<file path="src/rtl/tt_encoder_serializer_pkg.sv">
`default_nettype none
// ============================================================================
//  Module      : tt_encoder_serializer_pkg
//  Description : Shared helpers for the round-robin encoder/serializer.
//  Revision    : 1.0 - initial release
// ============================================================================
package tt_encoder_serializer_pkg;

   // Round-robin successor of a selected index; wraps explicitly so that
   // widths which are not a power of two behave correctly.
   function automatic int unsigned rr_next_ptr(input int unsigned sel,
                                               input int unsigned width);
      return (sel == width - 1) ? 0 : sel + 1;
   endfunction

endpackage
`default_nettype wire

</file>
<file path="src/rtl/tt_decoder.sv">
`default_nettype none
// ============================================================================
//  Module      : tt_decoder
//  Description : Binary-to-one-hot decoder with enable; all-zero when disabled.
//  Revision    : 1.0 - initial release
// ============================================================================
module tt_decoder #(
   parameter int DECODED_WIDTH = 8,
   parameter int ENCODED_WIDTH = $clog2(DECODED_WIDTH)
) (
   input  logic                     i_enable,
   input  logic [ENCODED_WIDTH-1:0] i_encoded_signal,
   output logic [DECODED_WIDTH-1:0] o_decoded_signal
);

   // One output bit per index, gated by the enable.
   always_comb begin
      o_decoded_signal = '0;
      for (int i = 0; i < DECODED_WIDTH; i++) begin
         o_decoded_signal[i] = i_enable && (i_encoded_signal == ENCODED_WIDTH'(i));
      end
   end

endmodule
`default_nettype wire

</file>
<file path="src/rtl/tt_encoder_serializer.sv">
`default_nettype none
// ============================================================================
//  Module      : tt_encoder_serializer
//  Description : Drains a multi-hot request vector as a stream of binary
//                indices, one set bit per beat, in round-robin order.
//  Revision    : 1.0 - initial release
// ============================================================================
module tt_encoder_serializer
   import tt_encoder_serializer_pkg::*;
#(
   parameter int REQ_WIDTH          = 32,
   parameter int ENCODED_WIDTH      = $clog2(REQ_WIDTH),
   parameter bit DISABLE_ASSERTIONS = 1'b0
) (
   input  logic                     i_clk,
   input  logic                     i_reset_n,
   input  logic                     i_valid,
   output logic                     o_ready,
   input  logic [REQ_WIDTH-1:0]     i_req,
   input  logic                     i_flush,
   output logic                     o_valid,
   input  logic                     i_ready,
   output logic [ENCODED_WIDTH-1:0] o_encoded,
   output logic [REQ_WIDTH-1:0]     o_onehot,
   output logic                     o_last
);

   typedef enum logic [0:0] {
      IDLE  = 1'b0,
      DRAIN = 1'b1
   } state_t;

   localparam logic [REQ_WIDTH-1:0] ONE = REQ_WIDTH'(1);

   state_t                   state, state_next;
   logic [REQ_WIDTH-1:0]     pending, pending_next;
   logic [ENCODED_WIDTH-1:0] ptr, ptr_next;
   logic [ENCODED_WIDTH-1:0] sel, sel_masked, sel_any;
   logic                     found_masked, found_any;
   logic                     last_bit;
   logic                     beat, load;

   // Round-robin pick: lowest set bit at or above ptr, else lowest set bit.
   always_comb begin
      found_masked = 1'b0;
      found_any    = 1'b0;
      sel_masked   = '0;
      sel_any      = '0;
      for (int i = 0; i < REQ_WIDTH; i++) begin
         if (pending[i] && !found_any) begin
            found_any = 1'b1;
            sel_any   = i[ENCODED_WIDTH-1:0];
         end
         if (pending[i] && (i >= int'(ptr)) && !found_masked) begin
            found_masked = 1'b1;
            sel_masked   = i[ENCODED_WIDTH-1:0];
         end
      end
      sel      = found_masked ? sel_masked : sel_any;
      last_bit = (pending != '0) && ((pending & (pending - ONE)) == '0);
   end

   // Output handshake; flush masks both sides for the current cycle.
   always_comb begin
      o_valid   = (state == DRAIN) && !i_flush;
      o_encoded = o_valid ? sel : '0;
      o_last    = o_valid && last_bit;
      o_ready   = !i_flush && ((state == IDLE) || (o_valid && i_ready && o_last));
   end

   tt_decoder #(
      .DECODED_WIDTH (REQ_WIDTH),
      .ENCODED_WIDTH (ENCODED_WIDTH)
   ) u_decoder (
      .i_enable         (o_valid),
      .i_encoded_signal (o_encoded),
      .o_decoded_signal (o_onehot)
   );

   assign beat = o_valid && i_ready;
   assign load = i_valid && o_ready;

   // Next state: beat first, a coinciding load overrides, flush overrides all.
   always_comb begin
      state_next   = state;
      pending_next = pending;
      ptr_next     = ptr;
      if (beat) begin
         pending_next = pending & ~o_onehot;
         ptr_next     = ENCODED_WIDTH'(rr_next_ptr(32'(sel), REQ_WIDTH));
         if (o_last) begin
            state_next = IDLE;
         end
      end
      if (load) begin
         pending_next = i_req;
         state_next   = (i_req != '0) ? DRAIN : IDLE;
      end
      if (i_flush) begin
         pending_next = '0;
         state_next   = IDLE;
      end
   end

   // State registers; ptr is retained across vectors and flushes.
   always_ff @(posedge i_clk or negedge i_reset_n) begin
      if (!i_reset_n) begin
         state   <= IDLE;
         pending <= '0;
         ptr     <= '0;
      end else begin
         state   <= state_next;
         pending <= pending_next;
         ptr     <= ptr_next;
      end
   end

   generate
      if (DISABLE_ASSERTIONS == 1'b0) begin : g_assertions
         a_valid_onehot : assert property (@(posedge i_clk) disable iff (!i_reset_n)
            o_valid |-> ($onehot(o_onehot) && (int'(o_encoded) < REQ_WIDTH)));
         a_idle_zero : assert property (@(posedge i_clk) disable iff (!i_reset_n)
            !o_valid |-> (o_onehot == '0));
         a_pending_state : assert property (@(posedge i_clk) disable iff (!i_reset_n)
            ((pending != '0) == (state == DRAIN)));
      end
   endgenerate

endmodule
`default_nettype wire
</file>
<file path="config.mk">
export PLATFORM = sky130hd
export DESIGN_NAME = tt_encoder_serializer
export DESIGN_NICKNAME = d
export VERILOG_FILES = /design/src/rtl/tt_encoder_serializer_pkg.sv /design/src/rtl/tt_decoder.sv /design/src/rtl/tt_encoder_serializer.sv
export SDC_FILE = /design/constraint.sdc
export NUM_CORES = 1
export LEC_CHECK = 0
export BUFFER_PORTS_ARGS = -buffer_cell sky130_fd_sc_hd__buf_4
export CORE_MARGIN = 2
export CORE_UTILIZATION = 60
export CTS_BUF_LIST = sky130_fd_sc_hd__clkbuf_2 sky130_fd_sc_hd__clkbuf_4 sky130_fd_sc_hd__clkbuf_8
export CTS_CLUSTER_SIZE = 25
export DETAILED_ROUTE_END_ITERATION = 8
export PLACE_DENSITY_LB_ADDON = 0.15
export REMOVE_ABC_BUFFERS = 1
export SETUP_SLACK_MARGIN = 0.3
export SYNTH_ARGS = -nofsm -noshare
export SYNTH_HDL_FRONTEND = slang
export SYNTH_HIERARCHICAL = 1
export SYNTH_SLANG_ARGS = --single-unit
</file>
<file path="constraint.sdc">
create_clock -name i_clk -period 9.7 [get_ports i_clk]
set_clock_uncertainty 0.2 [all_clocks]
set_input_delay 1.94 -clock i_clk [delete_from_list [all_inputs] [get_ports i_clk]]
set_output_delay 1.94 -clock i_clk [all_outputs]
set_load 0.02 [all_outputs]
</file>
Word-level counts from Yosys, hierarchy flattened:

Index checks and enable logic that the tools add are counted.

* bits in registers: 38
* bits in latches: 0
* bits in writable memories: 0
* ROM bits: 0
* bits of input ports: 37
* output and inout port bits: 40
* logic and storage cells: 411
* memories kept: 0

* $add $sub $neg: 2
* multiply operators: 0
* divide/modulo/power cells: 0
* $lt $le $gt $ge: 31
* equal/unequal tests: 32
* shifts and indexed selects: 0
* multiplexer cells: 136
* bitwise gates (word level): 4
* reduce and logical (&&, ||, !) cells: 203

Operators by type and width (count)
* $mux 5: 61
* $logic_and 1x1->1: 132
* $mux 32: 3
* $eq 5x5->1 const B: 17
* $ge 5x5->1 const A: 15
* $mux 1: 70
* $and 32x32->32: 2
* $reduce_bool 32->1: 2
* $logic_not 1->1: 63
* $eq 5x4->1 const B: 8
* $ge 4x5->1 const A: 8
* $logic_not 32->1: 1
* $not 32->32: 1
* $sub 32x1->32 const B: 1
* $eq 5x3->1 const B: 4
* $ge 3x5->1 const A: 4
* $eq 5x2->1 const B: 2
* $ge 1x5->1 const A: 2
* $ge 2x5->1 const A: 2
* $reduce_bool 3->1: 2
* $add 5x1->5 const B: 1
* $eq 5x1->1 const B: 1
* $logic_not 5->1: 1
* $mux 2: 2
* 3 further kinds: 3

Depth between registers and ports, before layout:

* depth after elaboration: 105
* mapped depth: 16
* gate-level depth less buffers: 14

Modules after synthesis:

The synthesis kept the hierarchy.

Modules (own cells, without submodules)
* tt_encoder_serializer: times used 1, cells an instance 472, area an instance 3653.5 sq um, sequential area each 950.9 sq um
* tt_decoder: times used 1, cells an instance 47, area an instance 230.2 sq um, sequential area each 0.0 sq um

Worst setup path after synthesis:

No wires, ideal clock.

* path type: input -> output
* start: in i_flush
* end: out o_ready
* arrival time: 3.811 ns
* data required time: 7.560 ns
* path slack: 3.749 ns
* cell stages on the path: 8
* path buffers: 1
* cells stage by stage: clkbuf_1 nand2b_1 inv_1 nand3_1 a211oi_1 nand4b_1 a2111o_1 a21oi_1

* longest elaborated chain between the ends: 6
* elaborated cells on any way between the ends: 7
* those cells by class: 7 x reduce/logical

RTL lines
* start, declared: line tt_encoder_serializer.sv:20 `input logic i_flush,`
* $logic_not 1->1 (*): line tt_encoder_serializer.sv:65 `o_valid = (state == DRAIN) && !i_flush;`
* $logic_and 1x1->1 (*): line tt_encoder_serializer.sv:65
* net o_valid: line tt_encoder_serializer.sv:21 `output logic o_valid,`
* $logic_and 1x1->1, on equally long branches: line tt_encoder_serializer.sv:68, tt_encoder_serializer.sv:67
* $logic_and 1x1->1 (*): line tt_encoder_serializer.sv:68 `o_ready = !i_flush && ((state == IDLE) || (o_valid && i_ready && o_last));`
* $logic_or 1x1->1 (*): line tt_encoder_serializer.sv:68
* $logic_and 1x1->1 (*): line tt_encoder_serializer.sv:68
* end, declared: line tt_encoder_serializer.sv:18 `output logic o_ready,`

Mark *: on every way through the listed nets, which the timed path passes. The rest lies on a longest branch.

Worst setup path after layout:

* start: reg ptr[2]
* end: out o_onehot[1]

* longest elaborated chain between the ends: 100
* elaborated cells on any way between the ends: 191
* those cells by class: 31 x order compare; 1 x eq/ne; 65 x mux; 94 x reduce/logical

RTL lines
* start, declared: line tt_encoder_serializer.sv:37 `logic [ENCODED_WIDTH-1:0] ptr, ptr_next;`
* start signal, assigned: line tt_encoder_serializer.sv:114 `ptr <= ptr_next;`
* $ge 1x5->1: line tt_encoder_serializer.sv:54 `if (pending[i] && (i >= int'(ptr)) && !found_masked) begin`
* $logic_and 1x1->1: line tt_encoder_serializer.sv:54
* $mux 1: line tt_encoder_serializer.sv:54
* $logic_not 1->1: line tt_encoder_serializer.sv:54
* $logic_and 1x1->1: line tt_encoder_serializer.sv:54
* $mux 1: line tt_encoder_serializer.sv:54
* $logic_not 1->1: line tt_encoder_serializer.sv:54
* $logic_and 1x1->1: line tt_encoder_serializer.sv:54
* [84 not listed]
* $mux 1: line tt_encoder_serializer.sv:54
* $logic_not 1->1: line tt_encoder_serializer.sv:54
* $logic_and 1x1->1: line tt_encoder_serializer.sv:54
* $mux 5 or $mux 1 (tied branches): line tt_encoder_serializer.sv:54
* $mux 5 (*): line tt_encoder_serializer.sv:59 `sel = found_masked ? sel_masked : sel_any;`
* $mux 5 (*): line tt_encoder_serializer.sv:66 `o_encoded = o_valid ? sel : '0;`
* $eq 5x1->1 (*): line tt_decoder.sv:20 `o_decoded_signal[i] = i_enable && (i_encoded_signal == ENCODED_WIDTH'(i));`
* $logic_and 1x1->1 (*): line tt_decoder.sv:20
* end, declared: line tt_encoder_serializer.sv:24 `output logic [REQ_WIDTH-1:0] o_onehot,`

Every way passes the cells marked *; elsewhere a longest branch is shown, timed or not.

==> impl_results.md <==
- Detailed-route vias per instance: 7.02
- Biggest area contributors in the synthesized netlist: dfrtp_1, nor2_1, mux2i_1
- Final critical-path required period: a little under 7 ns
- Die outline area: 0.00713 sq mm
- Area after detailed placement: ~0.0044 sq mm
- Num CTS Buffers: 5
- Min-delay worst type: flip-flop to flip-flop
- EDFF count, synth: 0
- Library cells used by synthesis: 73
- PostCTS Resize Cnt: 0
- Largest fanout of any net on the critical path: 21
- GPL Wtd Cong: between 1 and 1.5
- Simple-gate share of the synthesized area: approximately a third
- Most used standard cells in the synthesized netlist: nor2_1, dfrtp_1, mux2i_1
- Data arrival, critical path: 4.69 ns
- Die W: between 80 and 90 microns
- Pin count of the biggest net entering global routing: 39
- Number of flip-flops and latches in the synthesized netlist: 38
- Final Hold Violating Endpoints: 0
- Max Clk Rate: approximately 0.15 GHz
- Max-capacitance violation count: 0
- Setup TNS Final: 0 ns
- Met2 track utilization from global routing: just under 60%
- Element type at the critical path start: flip-flop
- Adder-cell share of the synthesized area: less than 1%
- TritonRoute pass-1 iters: 6
- Clock Pin Slew Worst Setup and Hold Paths: roughly 0.080 ns
- Async set-or-reset flop fraction in the synthesized netlist: between 90% and 100%
- Worst Path Required: approximately 7.6 ns
- Vert. Die Dim: approximately 84 microns
- Overall global routing resource usage: 37.2%
- Power per cell area: between 150 and 200 mW/mm^2
- Wire per inst: about 21 microns
- Overall via count from detail_route: between 4k and 5k
- Iteration-0 DRC count of the detailed router: roughly 480
- Root Buffer Master: clkbuf_8
- Global-route track usage on met1: approximately half
- Unrepaired setup endpoints after global routing: false
- Leakage power total: between 2 and 2.5 nW
- Status: finished, final reports clean
- Cell count after synthesis: 519
- Share of post-route cells with drive strength above 1: approximately 18%
- Standard cell core area: 0.00631 sq mm
- CP Capture Type: output port
- Grt peak-use layer: met2
- DRC viols: 0
- Fin Hold WS: 0.391 ns
- Mean area per synthesized cell: roughly 7.5 sq um
- Share of the synthesized area in the top cell type: around 24%
- HPWL Detailed: just over 10000 microns
- Global route total overflow: 0
- Least-Margin Pin Slew: about 1.1 ns
- Worst reg2reg path endpoint: pending[3]$_DFFE_PN0P_
- Worst reg2reg setup slack: 4.78 ns
- Buffers inserted during post-CTS setup optimization: 0
- Number of filler cells placed in the layout: between 500 and 600
- TritonCTS clock tree: built
- Nets: a little over 600
- Netlist area before placement: ~0.004 sq mm
- Via count of the first global-routing pass: roughly 4.3k
- Starting Density: just over 60%
- Dominant register cell in the synthesized netlist: dfrtp_1
- Final total power: roughly 0.75 mW
- Max-Slew Margin vs Limit: between 20% and 30%
- Count of buffers inserted at the top-level ports: 76
- Area leader, netlist: dfrtp_1
- Endpoint of the most critical setup path: o_onehot[1]
- Area growth syn-to-layout: 15.6%
- Ant. Diodes: 0
- Sequential Area: 951 sq um
- Multi-input gate area in the final layout: 0.00272 sq mm
- Maximum number of buffers from clock root to sink: 2
- Number of antenna violations at the first check in global routing: 0
- M3 GR Usage: under 10%
- H-tree Lvls: 2
- # hold bufs at CTS: 0
- Pins over their slew limit: 0
- Remaining antenna violation count: 0
- Mux share of post-synthesis cell area: under 10%
- Total wire length after detailed routing: between 10000 and 15000 microns
- Peak VDD IR: around 0.095 mV
- Clock sink count: 38
- Startpoint of the lowest-slack register-to-register path: ptr[2]$_DFFE_PN0P_
- Non-Filler Cell Area, Final: 0.00449 sq mm
- Setup crit start: ptr[2]$_DFFE_PN0P_
- Final worst path period share: between 70% and 80%
- Count of pins on the block boundary: 77
- Main combinational cell family by area after synthesis: simple AND/OR/NAND/NOR gates
- Depth of the worst register-to-register path: 12
- Endpoints failing setup: 0
- Synthesized-area fraction occupied by ao, oa, aoi and oai cells: a little over a quarter
- Rows: 29
- Clock latency on the worst-skew pair: roughly 0.29 ns
- Yosys warning count: 6
- Most numerous cell in the Yosys netlist: nor2_1
- Part of the Yosys area used for sequential elements: between 20% and 30%
- Global-route wire length before repair: 21500 microns
- Parity-gate share of the synthesized area counting xor and xnor cells: less than 1%
- Start-to-end type of the worst setup path: flip-flop to output port
==> sequential cells by signal, indices dropped and copies added, names as in the netlist <==
| register | flops |
|---|---|
| pending | 32 |
| ptr | 5 |
| state | 1 |
==> routing by layer <==
metal / vias to the layer above / routed length, microns
met5: - / 0
met4: 0 / 467
met3: 48 / 1440
met2: 340 / 6090
met1: 2102 / 5310
li1: 2053 / -
==> power by group <==
group	internal (mW)	switching (mW)
Sequential	0.175	0.0822
Clock	0.0572	0.0597
Combinational	0.151	0.228
==> logic make-up (layout without fill, tap and decap cells) <==
logic type / Yosys count / after routing
xor+xnor: 2 / 2
buf+inv: 47 / 98
simple gates: 247 / 247
compound gates: 150 / 150
fa+ha+maj: 3 / 3
mux: 32 / 32
flops: 38 / 38
==> area by class of cell <==
| type | count | area share (%) |
|---|---|---|
| Multi-Input combinational cell | 434 | 60.6 |
| Clock inverter | 2 | 0.279 |
| Sequential cell | 38 | 21.2 |
| Inverter | 13 | 1.09 |
| Clock buffer | 6 | 1.84 |
| Timing Repair Buffer | 77 | 12.9 |
| Tap cell | 77 | 2.15 |
==> cell usage in the layout (no fill, tap or decap), types with 6 or more instances in the layout <==
master | netlist | routed
nor3_1 | 12 | 12
buf_4 | 0 | 77
o41ai_1 | 6 | 6
o21ai_0 | 20 | 20
or2_2 | 9 | 9
nor2_1 | 104 | 104
a21oi_1 | 30 | 30
a21boi_0 | 29 | 29
mux2i_1 | 32 | 32
inv_1 | 13 | 13
nor4_1 | 14 | 14
nand4b_1 | 6 | 6
and2_1 | 6 | 6
nand2b_1 | 10 | 10
nand4_1 | 13 | 13
nand3_1 | 10 | 10
nand2_1 | 26 | 26
o211ai_1 | 9 | 9
dfrtp_1 | 38 | 38
clkbuf_8 | 0 | 6
and3_1 | 6 | 6
==> how the worst min path moves through the flow <==
stage	from	end	slack, ns	cells after the start
4_1_cts	state$_DFFE_PN0P_	state$_DFFE_PN0P_	0.38	2
6_report	state$_DFFE_PN0P_	state$_DFFE_PN0P_	0.39	2
3_3_place_gp	state$_DFFE_PN0P_	state$_DFFE_PN0P_	0.35	2
2_1_floorplan	state$_DFFE_PN0P_	state$_DFFE_PN0P_	0.33	2
3_5_place_dp	state$_DFFE_PN0P_	state$_DFFE_PN0P_	0.37	2
5_1_grt	state$_DFFE_PN0P_	state$_DFFE_PN0P_	0.43	2
==> critical path: stages, from the launching register on <==
cell     delay, ns
dfrtp_1       0.79
nor2_1        0.23
and4b_1       0.32
or4_1         0.62
nor3b_1       0.46
nand4_1       0.23
o32ai_1       0.54
nor2_1        0.25
or4b_1        0.61
nor2_1        0.18
buf_4         0.17
==> stage by stage <==
stage / setup WS, ns / cells / utilization (%)
3_5_place_dp: 3.30 / 639 / 69.6
6_report: 2.87 / 647 / 71.1
5_1_grt: 2.53 / 647 / 71.1
3_3_place_gp: 3.47 / 639 / 69.6
2_1_floorplan: 3.78 / 485 / -
4_1_cts: 2.98 / 647 / 71.1
Power figures use the tool's default switching activity.
